## config.mk

```make
export PLATFORM = sky130hd
export DESIGN_NAME = spu_event_rx
export DESIGN_NICKNAME = d
export VERILOG_FILES = /design/src/rtl/spu_pkg.sv /design/src/rtl/spu_lane_counter.sv /design/src/rtl/spu_event_rx.sv
export SDC_FILE = /design/constraint.sdc
export NUM_CORES = 1
export LEC_CHECK = 0
export BUFFER_PORTS_ARGS = -buffer_cell sky130_fd_sc_hd__buf_2
export CAP_MARGIN = 40
export CORE_AREA = 2 2 199 201
export CTS_BUF_LIST = sky130_fd_sc_hd__clkbuf_2 sky130_fd_sc_hd__clkbuf_4 sky130_fd_sc_hd__clkbuf_8
export CTS_CLUSTER_DIAMETER = 120
export DETAILED_ROUTE_END_ITERATION = 7
export DIE_AREA = 0 0 201 203
export GPL_ROUTABILITY_DRIVEN = 0
export PLACE_DENSITY = 0.46
export SLEW_MARGIN = 10
export SYNTH_ARGS = -nofsm -noshare
export SYNTH_HDL_FRONTEND = slang
export SYNTH_SLANG_ARGS = --single-unit
```

## constraint.sdc

```tcl
create_clock -name clk_i -period 3.5 [get_ports clk_i]
set_input_delay 0.35 -clock clk_i [delete_from_list [all_inputs] [get_ports clk_i]]
set_output_delay 0.35 -clock clk_i [all_outputs]
set_load 0.005 [all_outputs]
```

## src/rtl/spu_pkg.sv

```systemverilog
// spu_pkg -- shared definitions for the SPU event receiver.
//   spu_state_e   : controller state encoding (IDLE / RUN / ALARM)
//   PRIV_*        : privilege codes carried in the MSBs of e_info
//   NUM_LANES     : number of event lanes / counters
//   priv_allowed(): privilege-mask match; code 00 never matches
package spu_pkg;

  localparam int NUM_LANES = 4;

  localparam logic [1:0] PRIV_M = 2'b01;
  localparam logic [1:0] PRIV_S = 2'b10;
  localparam logic [1:0] PRIV_U = 2'b11;

  typedef enum logic [1:0] {
    ST_IDLE  = 2'b00,
    ST_RUN   = 2'b01,
    ST_ALARM = 2'b10
  } spu_state_e;

  // mask bit0 = M, bit1 = S, bit2 = U; the invalid code 00 is rejected
  // whatever the mask says.
  function automatic logic priv_allowed(input logic [1:0] priv,
                                        input logic [2:0] mask);
    logic ok;
    ok = 1'b0;
    case (priv)
      PRIV_M:  ok = mask[0];
      PRIV_S:  ok = mask[1];
      PRIV_U:  ok = mask[2];
      default: ok = 1'b0;
    endcase
    return ok;
  endfunction

endpackage

```

## src/rtl/spu_lane_counter.sv

```systemverilog
// spu_lane_counter -- one event lane: wrapping counter, sticky overflow flag
// and threshold-hit detection.
// Ports:
//   clk_i, rst_ni   clock, asynchronous active-low reset
//   clear_i         synchronous clear of count and overflow (wins over inc_i)
//   inc_i           count one event this cycle
//   threshold_i     alarm threshold; 0 disables the hit output
//   cnt_o           current count
//   ovf_o           sticky wrap flag
//   hit_o           this cycle's increment lands exactly on threshold_i
module spu_lane_counter #(
  parameter int CNT_WIDTH = 32
) (
  input  logic                 clk_i,
  input  logic                 rst_ni,
  input  logic                 clear_i,
  input  logic                 inc_i,
  input  logic [CNT_WIDTH-1:0] threshold_i,
  output logic [CNT_WIDTH-1:0] cnt_o,
  output logic                 ovf_o,
  output logic                 hit_o
);

  logic [CNT_WIDTH-1:0] cnt_q, cnt_d, cnt_inc;
  logic                 ovf_q, ovf_d;

  assign cnt_inc = cnt_q + 1'b1;

  always_comb begin
    cnt_d = cnt_q;
    ovf_d = ovf_q;
    if (clear_i) begin
      cnt_d = '0;
      ovf_d = 1'b0;
    end else if (inc_i) begin
      cnt_d = cnt_inc;
      if (&cnt_q) ovf_d = 1'b1;
    end
  end

  always_ff @(posedge clk_i or negedge rst_ni) begin
    if (!rst_ni) begin
      cnt_q <= '0;
      ovf_q <= 1'b0;
    end else begin
      cnt_q <= cnt_d;
      ovf_q <= ovf_d;
    end
  end

  // A wrap lands on 0, which is the "disabled" threshold, so it never hits.
  assign hit_o = inc_i && !clear_i && (threshold_i != '0) && (cnt_inc == threshold_i);
  assign cnt_o = cnt_q;
  assign ovf_o = ovf_q;

endmodule

```

## src/rtl/spu_event_rx.sv

```systemverilog
// spu_event_rx -- filters incoming per-lane event pulses by privilege, source
// ID and (optionally) ASID, counts them per lane and raises an alarm interrupt
// when a lane reaches the programmed threshold.
// Ports:
//   clk_i, rst_ni                 clock, asynchronous active-low reset
//   evu_e_id_i / e_info_i / s_id_i event pulses per lane, {priv, asid}, source ID
//   cfg_*                         enable, privilege mask, required s_id, ASID
//                                 filter, alarm threshold, clear pulse
//   irq_o / irq_ack_i             alarm interrupt and its acknowledge
//   rd_req_i, rd_lane_i           counter read request (one-cycle latency)
//   rd_valid_o, rd_data_o         read response; data is 0 when not valid
//   overflow_o                    sticky per-lane wrap flags
// Build option: define SPU_RX_ASID_FILTER_EN to enable the ASID filter;
// otherwise cfg_asid_en_i / cfg_asid_i are ignored.
//
// state | meaning
// IDLE  | disabled: no counting, irq_o low
// RUN   | counting, no pending alarm
// ALARM | counting, threshold hit, irq_o high until ack/clear/disable
module spu_event_rx
  import spu_pkg::*;
#(
  parameter int ASID_WIDTH = 16,
  parameter int CNT_WIDTH  = 32
) (
  input  logic                  clk_i,
  input  logic                  rst_ni,
  input  logic [NUM_LANES-1:0]  evu_e_id_i,
  input  logic [ASID_WIDTH+1:0] evu_e_info_i,
  input  logic                  evu_s_id_i,
  input  logic                  cfg_enable_i,
  input  logic [2:0]            cfg_priv_mask_i,
  input  logic                  cfg_sid_i,
  input  logic                  cfg_asid_en_i,
  input  logic [ASID_WIDTH-1:0] cfg_asid_i,
  input  logic [CNT_WIDTH-1:0]  cfg_threshold_i,
  input  logic                  cfg_clear_i,
  output logic                  irq_o,
  input  logic                  irq_ack_i,
  input  logic                  rd_req_i,
  input  logic [1:0]            rd_lane_i,
  output logic                  rd_valid_o,
  output logic [CNT_WIDTH-1:0]  rd_data_o,
  output logic [NUM_LANES-1:0]  overflow_o
);

  // Input stage
  logic [NUM_LANES-1:0]  e_id_q;
  logic [ASID_WIDTH+1:0] e_info_q;
  logic                  s_id_q;

  always_ff @(posedge clk_i or negedge rst_ni) begin
    if (!rst_ni) begin
      e_id_q   <= '0;
      e_info_q <= '0;
      s_id_q   <= 1'b0;
    end else if (cfg_clear_i) begin
      e_id_q   <= '0;
      e_info_q <= '0;
      s_id_q   <= 1'b0;
    end else begin
      e_id_q   <= evu_e_id_i;
      e_info_q <= evu_e_info_i;
      s_id_q   <= evu_s_id_i;
    end
  end

  logic [1:0]            ev_priv;
  logic [ASID_WIDTH-1:0] ev_asid;
  logic                  asid_ok;

  assign ev_priv = e_info_q[ASID_WIDTH+1:ASID_WIDTH];
  assign ev_asid = e_info_q[ASID_WIDTH-1:0];

`ifdef SPU_RX_ASID_FILTER_EN
  assign asid_ok = !cfg_asid_en_i || (ev_asid == cfg_asid_i);
`else
  logic asid_unused;
  assign asid_unused = ^{cfg_asid_en_i, cfg_asid_i, ev_asid};
  assign asid_ok     = 1'b1;
`endif

  spu_state_e state_q, state_d;

  logic event_ok;
  assign event_ok = (state_q != ST_IDLE) && priv_allowed(ev_priv, cfg_priv_mask_i)
                    && (s_id_q == cfg_sid_i) && asid_ok;

  // Lanes
  logic [CNT_WIDTH-1:0] cnt [NUM_LANES];
  logic [NUM_LANES-1:0] ovf;
  logic [NUM_LANES-1:0] hit;

  for (genvar i = 0; i < NUM_LANES; i++) begin : g_lane
    spu_lane_counter #(
      .CNT_WIDTH (CNT_WIDTH)
    ) u_lane (
      .clk_i       (clk_i),
      .rst_ni      (rst_ni),
      .clear_i     (cfg_clear_i),
      .inc_i       (event_ok && e_id_q[i]),
      .threshold_i (cfg_threshold_i),
      .cnt_o       (cnt[i]),
      .ovf_o       (ovf[i]),
      .hit_o       (hit[i])
    );
  end

  assign overflow_o = ovf;

  // Controller; lane hits are already suppressed on a clear cycle.
  always_comb begin
    state_d = state_q;
    case (state_q)
      ST_IDLE: begin
        if (cfg_enable_i) state_d = ST_RUN;
      end
      ST_RUN: begin
        if (!cfg_enable_i) state_d = ST_IDLE;
        else if (|hit)     state_d = ST_ALARM;
      end
      ST_ALARM: begin
        if (!cfg_enable_i)    state_d = ST_IDLE;
        else if (cfg_clear_i) state_d = ST_RUN;
        else if (|hit)        state_d = ST_ALARM;
        else if (irq_ack_i)   state_d = ST_RUN;
      end
      default: state_d = ST_IDLE;
    endcase
  end

  always_ff @(posedge clk_i or negedge rst_ni) begin
    if (!rst_ni) state_q <= ST_IDLE;
    else         state_q <= state_d;
  end

  // Decoded straight from the state flop so reset drops it immediately.
  assign irq_o = (state_q == ST_ALARM);

  // Readout returns the value held before this cycle's update.
  logic                 rd_valid_q;
  logic [CNT_WIDTH-1:0] rd_data_q, rd_data_d;

  assign rd_data_d = rd_req_i ? cnt[rd_lane_i] : '0;

  always_ff @(posedge clk_i or negedge rst_ni) begin
    if (!rst_ni) begin
      rd_valid_q <= 1'b0;
      rd_data_q  <= '0;
    end else begin
      rd_valid_q <= rd_req_i;
      rd_data_q  <= rd_data_d;
    end
  end

  assign rd_valid_o = rd_valid_q;
  assign rd_data_o  = rd_data_q;

endmodule

```

Word level (Yosys, flattened, before mapping)
Cells that the tools add are included.

Bits of input ports: 84. Flip-flop bits (word level): 190. Word-level logic and storage cells: 109.

Eq/ne operators: 13. Reductions and logical operators: 40. $lt $le $gt $ge: 1. Bitwise logic cells: 1. Add/sub/neg operators: 4. Multiplexer cells: 36.

Operators with widths (count): $mux W32 (11); $add A32 B1 Y32 const B (4); $eq A32 B32 Y1 (4); $reduce_and A32 Y1 (4); $bmux W32 S2 (1); $reduce_bool A32 Y1 (1); $logic_and A1 B1 Y1 (18); $mux W18 (1); $reduce_bool A2 Y1 (9); $mux W2 (7); $mux W1 (13); $reduce_and A2 Y1 (4); $eq A2 B2 Y1 const B (3); $pmux W2 S3 (1); $ne A5 B3 Y1 const B (1); $eq A2 B1 Y1 const B (2); $mux W4 (1); $reduce_or A4 Y1 (1); $ge A3 B3 Y1 const B (1); $ne A3 B3 Y1 const B (1); $not A2 Y3 (1); $pmux W1 S3 (1); $reduce_and A3 Y1 (1); $logic_not A2 Y1 (1); 3 further kinds (3).

Depth between registers and ports, before layout
Depth in word-level cells: 13. Depth in mapped cells: 10. Mapped depth without buffers: 9.

Modules after synthesis
A second synthesis with hierarchy kept.

Cells, all modules: 1462. Area, all modules: 13037.5 µm².

Modules (own cells, without submodules): spu_lane_counter (seq. area each 825.8 µm², instances 4, area each 2695.1 µm², cells each 329); spu_event_rx (seq. area each 1051.0 µm², instances 1, area each 2257.2 µm², cells each 146).

Least setup slack after synthesis
No wires, ideal clock.

Path type: flip-flop to flip-flop. From: reg g_lane[3].u_lane.cnt_q[0]. To: reg state_q[1]. Arrival time: 2819 ps. Setup slack: 555 ps. Path buffers: 1. Cell stages (with the launch flop): 11. Setup time: 126 ps. Cells stage by stage: dfrtp_1 > ha_1 > nand4_1 > or4_1 > clkbuf_1 > or4_1 > nor2_1 > mux2i_1 > nor3_1 > a41o_1 > o311a_1.

Word-level cells in the longest chain between the ends: 8.

RTL lines: start: declaration (RTL line spu_lane_counter.sv:24) `logic [CNT_WIDTH-1:0] cnt_q, cnt_d, cnt_inc;`; start signal: assignment (RTL line spu_lane_counter.sv:46) `cnt_q <= cnt_d;`; $add A32 B1 Y32 * (RTL line spu_lane_counter.sv:27) `assign cnt_inc = cnt_q + 1'b1;`; $eq A32 B32 Y1 * (RTL line spu_lane_counter.sv:52) `assign hit_o = inc_i && !clear_i && (threshold_i != '0) && (cnt_inc == threshold_i);`; $logic_and A1 B1 Y1 * (RTL line spu_lane_counter.sv:52); $reduce_or A4 Y1 * (RTL line spu_event_rx.sv:120, spu_event_rx.sv:125); $mux W2 (RTL line spu_event_rx.sv:125) `else if (|hit) state_d = ST_ALARM;`; $mux W2 (RTL line spu_event_rx.sv:124) `else if (cfg_clear_i) state_d = ST_RUN;`; $mux W2 (RTL line spu_event_rx.sv:123) `if (!cfg_enable_i) state_d = ST_IDLE;`; $pmux W2 S3 (RTL line spu_event_rx.sv:114) `case (state_q)`; end signal: assignment (RTL line spu_event_rx.sv:134) `else state_q <= state_d;`; end: declaration (RTL line spu_event_rx.sv:83) `spu_state_e state_q, state_d;`.

Every way passes the cells marked *; elsewhere a longest branch is shown, timed or not. A chain may end at the register's enable or synchronous reset.

Worst setup path in the final report
From: reg g_lane[0].u_lane.cnt_q[9]. To: reg state_q[1].

Word-level cells in the longest chain between the ends: 8.

RTL lines (RTL line): start: declaration (spu_lane_counter.sv:24); start signal: assignment (spu_lane_counter.sv:46); $add A32 B1 Y32 * (spu_lane_counter.sv:27); $eq A32 B32 Y1 * (spu_lane_counter.sv:52); $logic_and A1 B1 Y1 * (spu_lane_counter.sv:52); $reduce_or A4 Y1 * (spu_event_rx.sv:120, spu_event_rx.sv:125); $mux W2 (spu_event_rx.sv:125); $mux W2 (spu_event_rx.sv:124); $mux W2 (spu_event_rx.sv:123); $pmux W2 S3 (spu_event_rx.sv:114).

Marks and branches as above.

==> metrics.md <==
| Metric | Value |
|---|---|
| Max-cap violations | `0` |
| Reg clk slew, reported paths | `0.10 ns` |
| Hold Path Class | `input port to flop` |
| Die ar. | `0.0408 sq mm` |
| Drt total wl | `45,500 microns` |
| Prevailing post-synth register cell | `dfrtp_1` |
| Worst setup path category | `flop to flop` |
| Sw power | `1.12 mW` |
| Peak VDD IR | `between 0.2 and 0.25 mV` |
| Placement Cell Area | `0.0142 sq mm` |
| IO Pins | `122` |
| Slowest stage cell on the critical path | `dfrtp_1` |
| Worst EP required | `about 4.0 ns` |
| Pleak | `5.64 nW` |
| Setup Fix Bufs, Post-CTS | `0` |
| Clk root buf | `clkbuf_8` |
| EDFF count, synth | `0` |
| Crit-path cells | `nand4_1, or3_1, or3_1, nor3_1, mux2i_1, or4b_1, o32ai_2, o311a_1` |
| Total global routing overflow | `0` |
| Period utilization | `0.959` |
| # setup viols final | `0` |
| Total GRT Usage | `0.224` |
| Vias | `11.4k` |
| Area growth syn-to-layout | `12.6%` |
| Worst skew pair latency | `around 0.51 ns` |
| CTS tree | `built` |
| Post-Syn Instances | `1,498` |
| Logic pwr share | `0.109` |
| Synth async-reset ratio | `1.00` |
| Die extent in y | `203 microns` |
| Max Buffers Root-to-Sink | `2` |
| Post-layout util | `0.381` |
| Critical path's largest stage delay | `0.59 ns` |
| Delay-heaviest family, CP | `simple AND/OR/NAND/NOR gates` |
| Cell row count | `just over 70` |
| Ant diodes | `0` |
| Slew of the pin with the lowest slew margin | `0.783 ns` |
| Unrepaired setup endpoints after global routing | `false` |
| Worst hold margin | `0.0535 ns` |
| Vias in the first global route | `between 10k and 15k` |
| Setup crit end kind | `flop` |
| Slew headroom | `0.478` |
| Synthesized cell area | `0.0130 sq mm` |
| Pin count of the biggest net entering global routing | `84` |
| Antenna viol nets, final | `0` |
| Starting DRT DRC Count | `725` |
| CP dominant cell by count | `or3_1` |
| Net Count, Synth | `1,586` |
| TNS Setup | `0 ns` |
| Arr. time, crit path | `3.80 ns` |
| Switching part of the total power | `0.283` |
| CP max FO | `7` |
| Fin worst setup slack | `between 0.1 and 0.15 ns` |
| Status | `finished, final reports clean` |
| Max Slew Vio Count | `0` |
| Drt wl/cell | `21.8 microns` |
| Max Fclk | `just under 300 MHz` |
| Starting Density | `0.339` |
| Synthesis-stage register bit count | `approximately 170` |
| Wire length of the first global-routing pass | `69,100 microns` |
| Total iterations of the first detailed-routing run | `5` |
| Layout cell share with drive strength beyond 1 | `0.180` |
| Width of the die | `~200 microns` |
| DP Wirelength | `roughly 35,000 microns` |
| CTS sink cnt | `174` |
| PD cells | `271 mW/mm^2` |
| Synth cell types | `80` |
| Sequential area share after synthesis | `0.334` |
| Drc violations | `0` |
| Min cycle time layout | `3.36 ns` |
| IO buf count | `88` |
| Clock power share | `0.382` |
| Yosys synthesis warning count | `0` |
| Initial antenna violation count | `0` |
| Total number of H-tree levels | `4` |
| Pre-CTS WS | `between 0.15 and 0.2 ns` |
| Worst Path Buf+Inv | `0` |
| Final net count | `between 1.5k and 2k` |
| DR vias/cell | `5.49` |
| CTS Buf Count | `17` |
| Core Footprint | `0.0385 sq mm` |
| Final Cell Area | `0.0147 sq mm` |
| Post-Syn Area per Cell | `approximately 8.7 sq um` |
| Final hold vios | `0` |
| CP startpoint kind | `flop` |
| Seq pwr share | `0.508` |
| Internal Pwr Total | `2.85 mW` |
| Clk_skew | `0.0146 ns` |
==> per-layer routing <==
layer	vias to the layer above	part of all wire	global-route usage
met1	5669	0.46	0.312
met2	376	0.47	0.368
met4	0	0.018	0.0542
li1	5330	-	-
met3	52	0.055	0.0326
met5	-	0	0
==> cells in the mapped netlist (7+ instances only) <==
cell type | count | area [sq um]
a21oi_1 | 35 | 175
and3_1 | 17 | 106
inv_1 | 15 | 56.3
a211o_1 | 7 | 61.3
nor3_1 | 60 | 300
dfrtp_1 | 174 | 4350
or3_1 | 35 | 219
or2_2 | 10 | 62.6
a31oi_1 | 10 | 62.6
or4_1 | 7 | 52.6
nand3_1 | 61 | 305
nand2_1 | 107 | 402
nand4_1 | 51 | 319
xnor2_1 | 168 | 1470
a211oi_1 | 8 | 60.1
and4_1 | 13 | 114
and2_1 | 45 | 282
mux4_2 | 31 | 698
nor2_1 | 187 | 702
nand2b_1 | 7 | 43.8
nor2b_1 | 14 | 87.6
clkbuf_1 | 90 | 338
buf_2 | 41 | 205
o21ai_0 | 37 | 185
xor2_1 | 114 | 998
nor4_1 | 34 | 213
==> logic make-up (layout without fill, tap and decap cells) <==
logic type | Yosys count | after routing | share of synthesized area
AO/OA/AOI/OAI | 151 | 151 | 0.0799
flip-flops | 174 | 174 | 0.334
AND/OR/NAND/NOR | 686 | 686 | 0.277
adder cells (fa/ha/maj) | 4 | 4 | 0.00384
XOR/XNOR | 282 | 282 | 0.190
buffers and inverters | 160 | 227 | 0.0526
multiplexers | 41 | 41 | 0.0628
==> final timing paths <==
check                                     startpoint                   endpoint  slack (ns)  cells past startpoint
setup / recovery           g_lane[0].u_lane.cnt_o[9]                 state_q[1]        0.14                      8
max in group asynchronous                     rst_ni               rd_data_o[3]        2.35                      4
hold reg to reg               g_lane[0].u_lane.ovf_o     g_lane[0].u_lane.ovf_o        0.50                      2
min in group asynchronous                     rst_ni  g_lane[3].u_lane.cnt_o[6]        0.26                      2
setup reg to reg           g_lane[0].u_lane.cnt_o[9]                 state_q[1]        0.14                      8
hold / removal                         evu_e_id_i[1]                  e_id_q[1]        0.05                      2
==> what timing repair did <==
item,CTS,global route
hold buffers,1,0
gates resized for setup,0,1
endpoints found under the hold margin,36,0
setup endpoints to repair,0,1
==> power by group through the flow <==
stage,Sequential [mW],Clock (mW),Combinational [mW]
floorplan,2.06,0,0.240
global route,2.02,1.65,0.471
CTS,2.02,1.58,0.439
detailed placement,2.06,0,0.436
global placement,2.06,0,0.423
finish,2.02,1.52,0.434
==> sequential cells by signal, summed over array words and instances (netlist names) <==
register             cells
s_id_q                   1
g_lane.u_lane.ovf_o      4
g_lane.u_lane.cnt_o    128
state_q                  2
e_id_q                   4
e_info_q                 2
rd_valid_o               1
rd_data_o               32
==> placed cells by master (no fill, tap or decap), types with 37 or more instances in the layout <==
cell type  instances
and2_1            45
buf_2             86
buf_4             88
dfrtp_1          174
nand2_1          107
nand3_1           61
nand4_1           51
nor2_1           187
nor3_1            60
o21ai_0           37
xnor2_1          168
xor2_1           114
==> final cells by class <==
type	instances	area [sq um]
fillers	3988	23800
multi-input cells	1164	7990
flip-flops and latches	174	4350
repair buffers	180	1210
well taps	518	648
clock buffers	20	263
clock inverters	12	136
inverters	15	56.3
==> worst register-to-register path: stages (launching register included) <==
cell	delay, ns
dfrtp_1	0.59
nand4_1	0.17
or3_1	0.41
or3_1	0.36
nor3_1	0.40
mux2i_1	0.31
or4b_1	0.58
o32ai_2	0.27
o311a_1	0.21
==> through the flow <==
stage	std cells	total power, mW
2_1_floorplan	1498	2.30
3_3_place_gp	2047	2.48
3_5_place_dp	2050	2.49
4_1_cts	2083	4.03
5_1_grt	2083	4.14
6_report	2083	3.97
No activity file was read; power rests on OpenSTA's default activity.
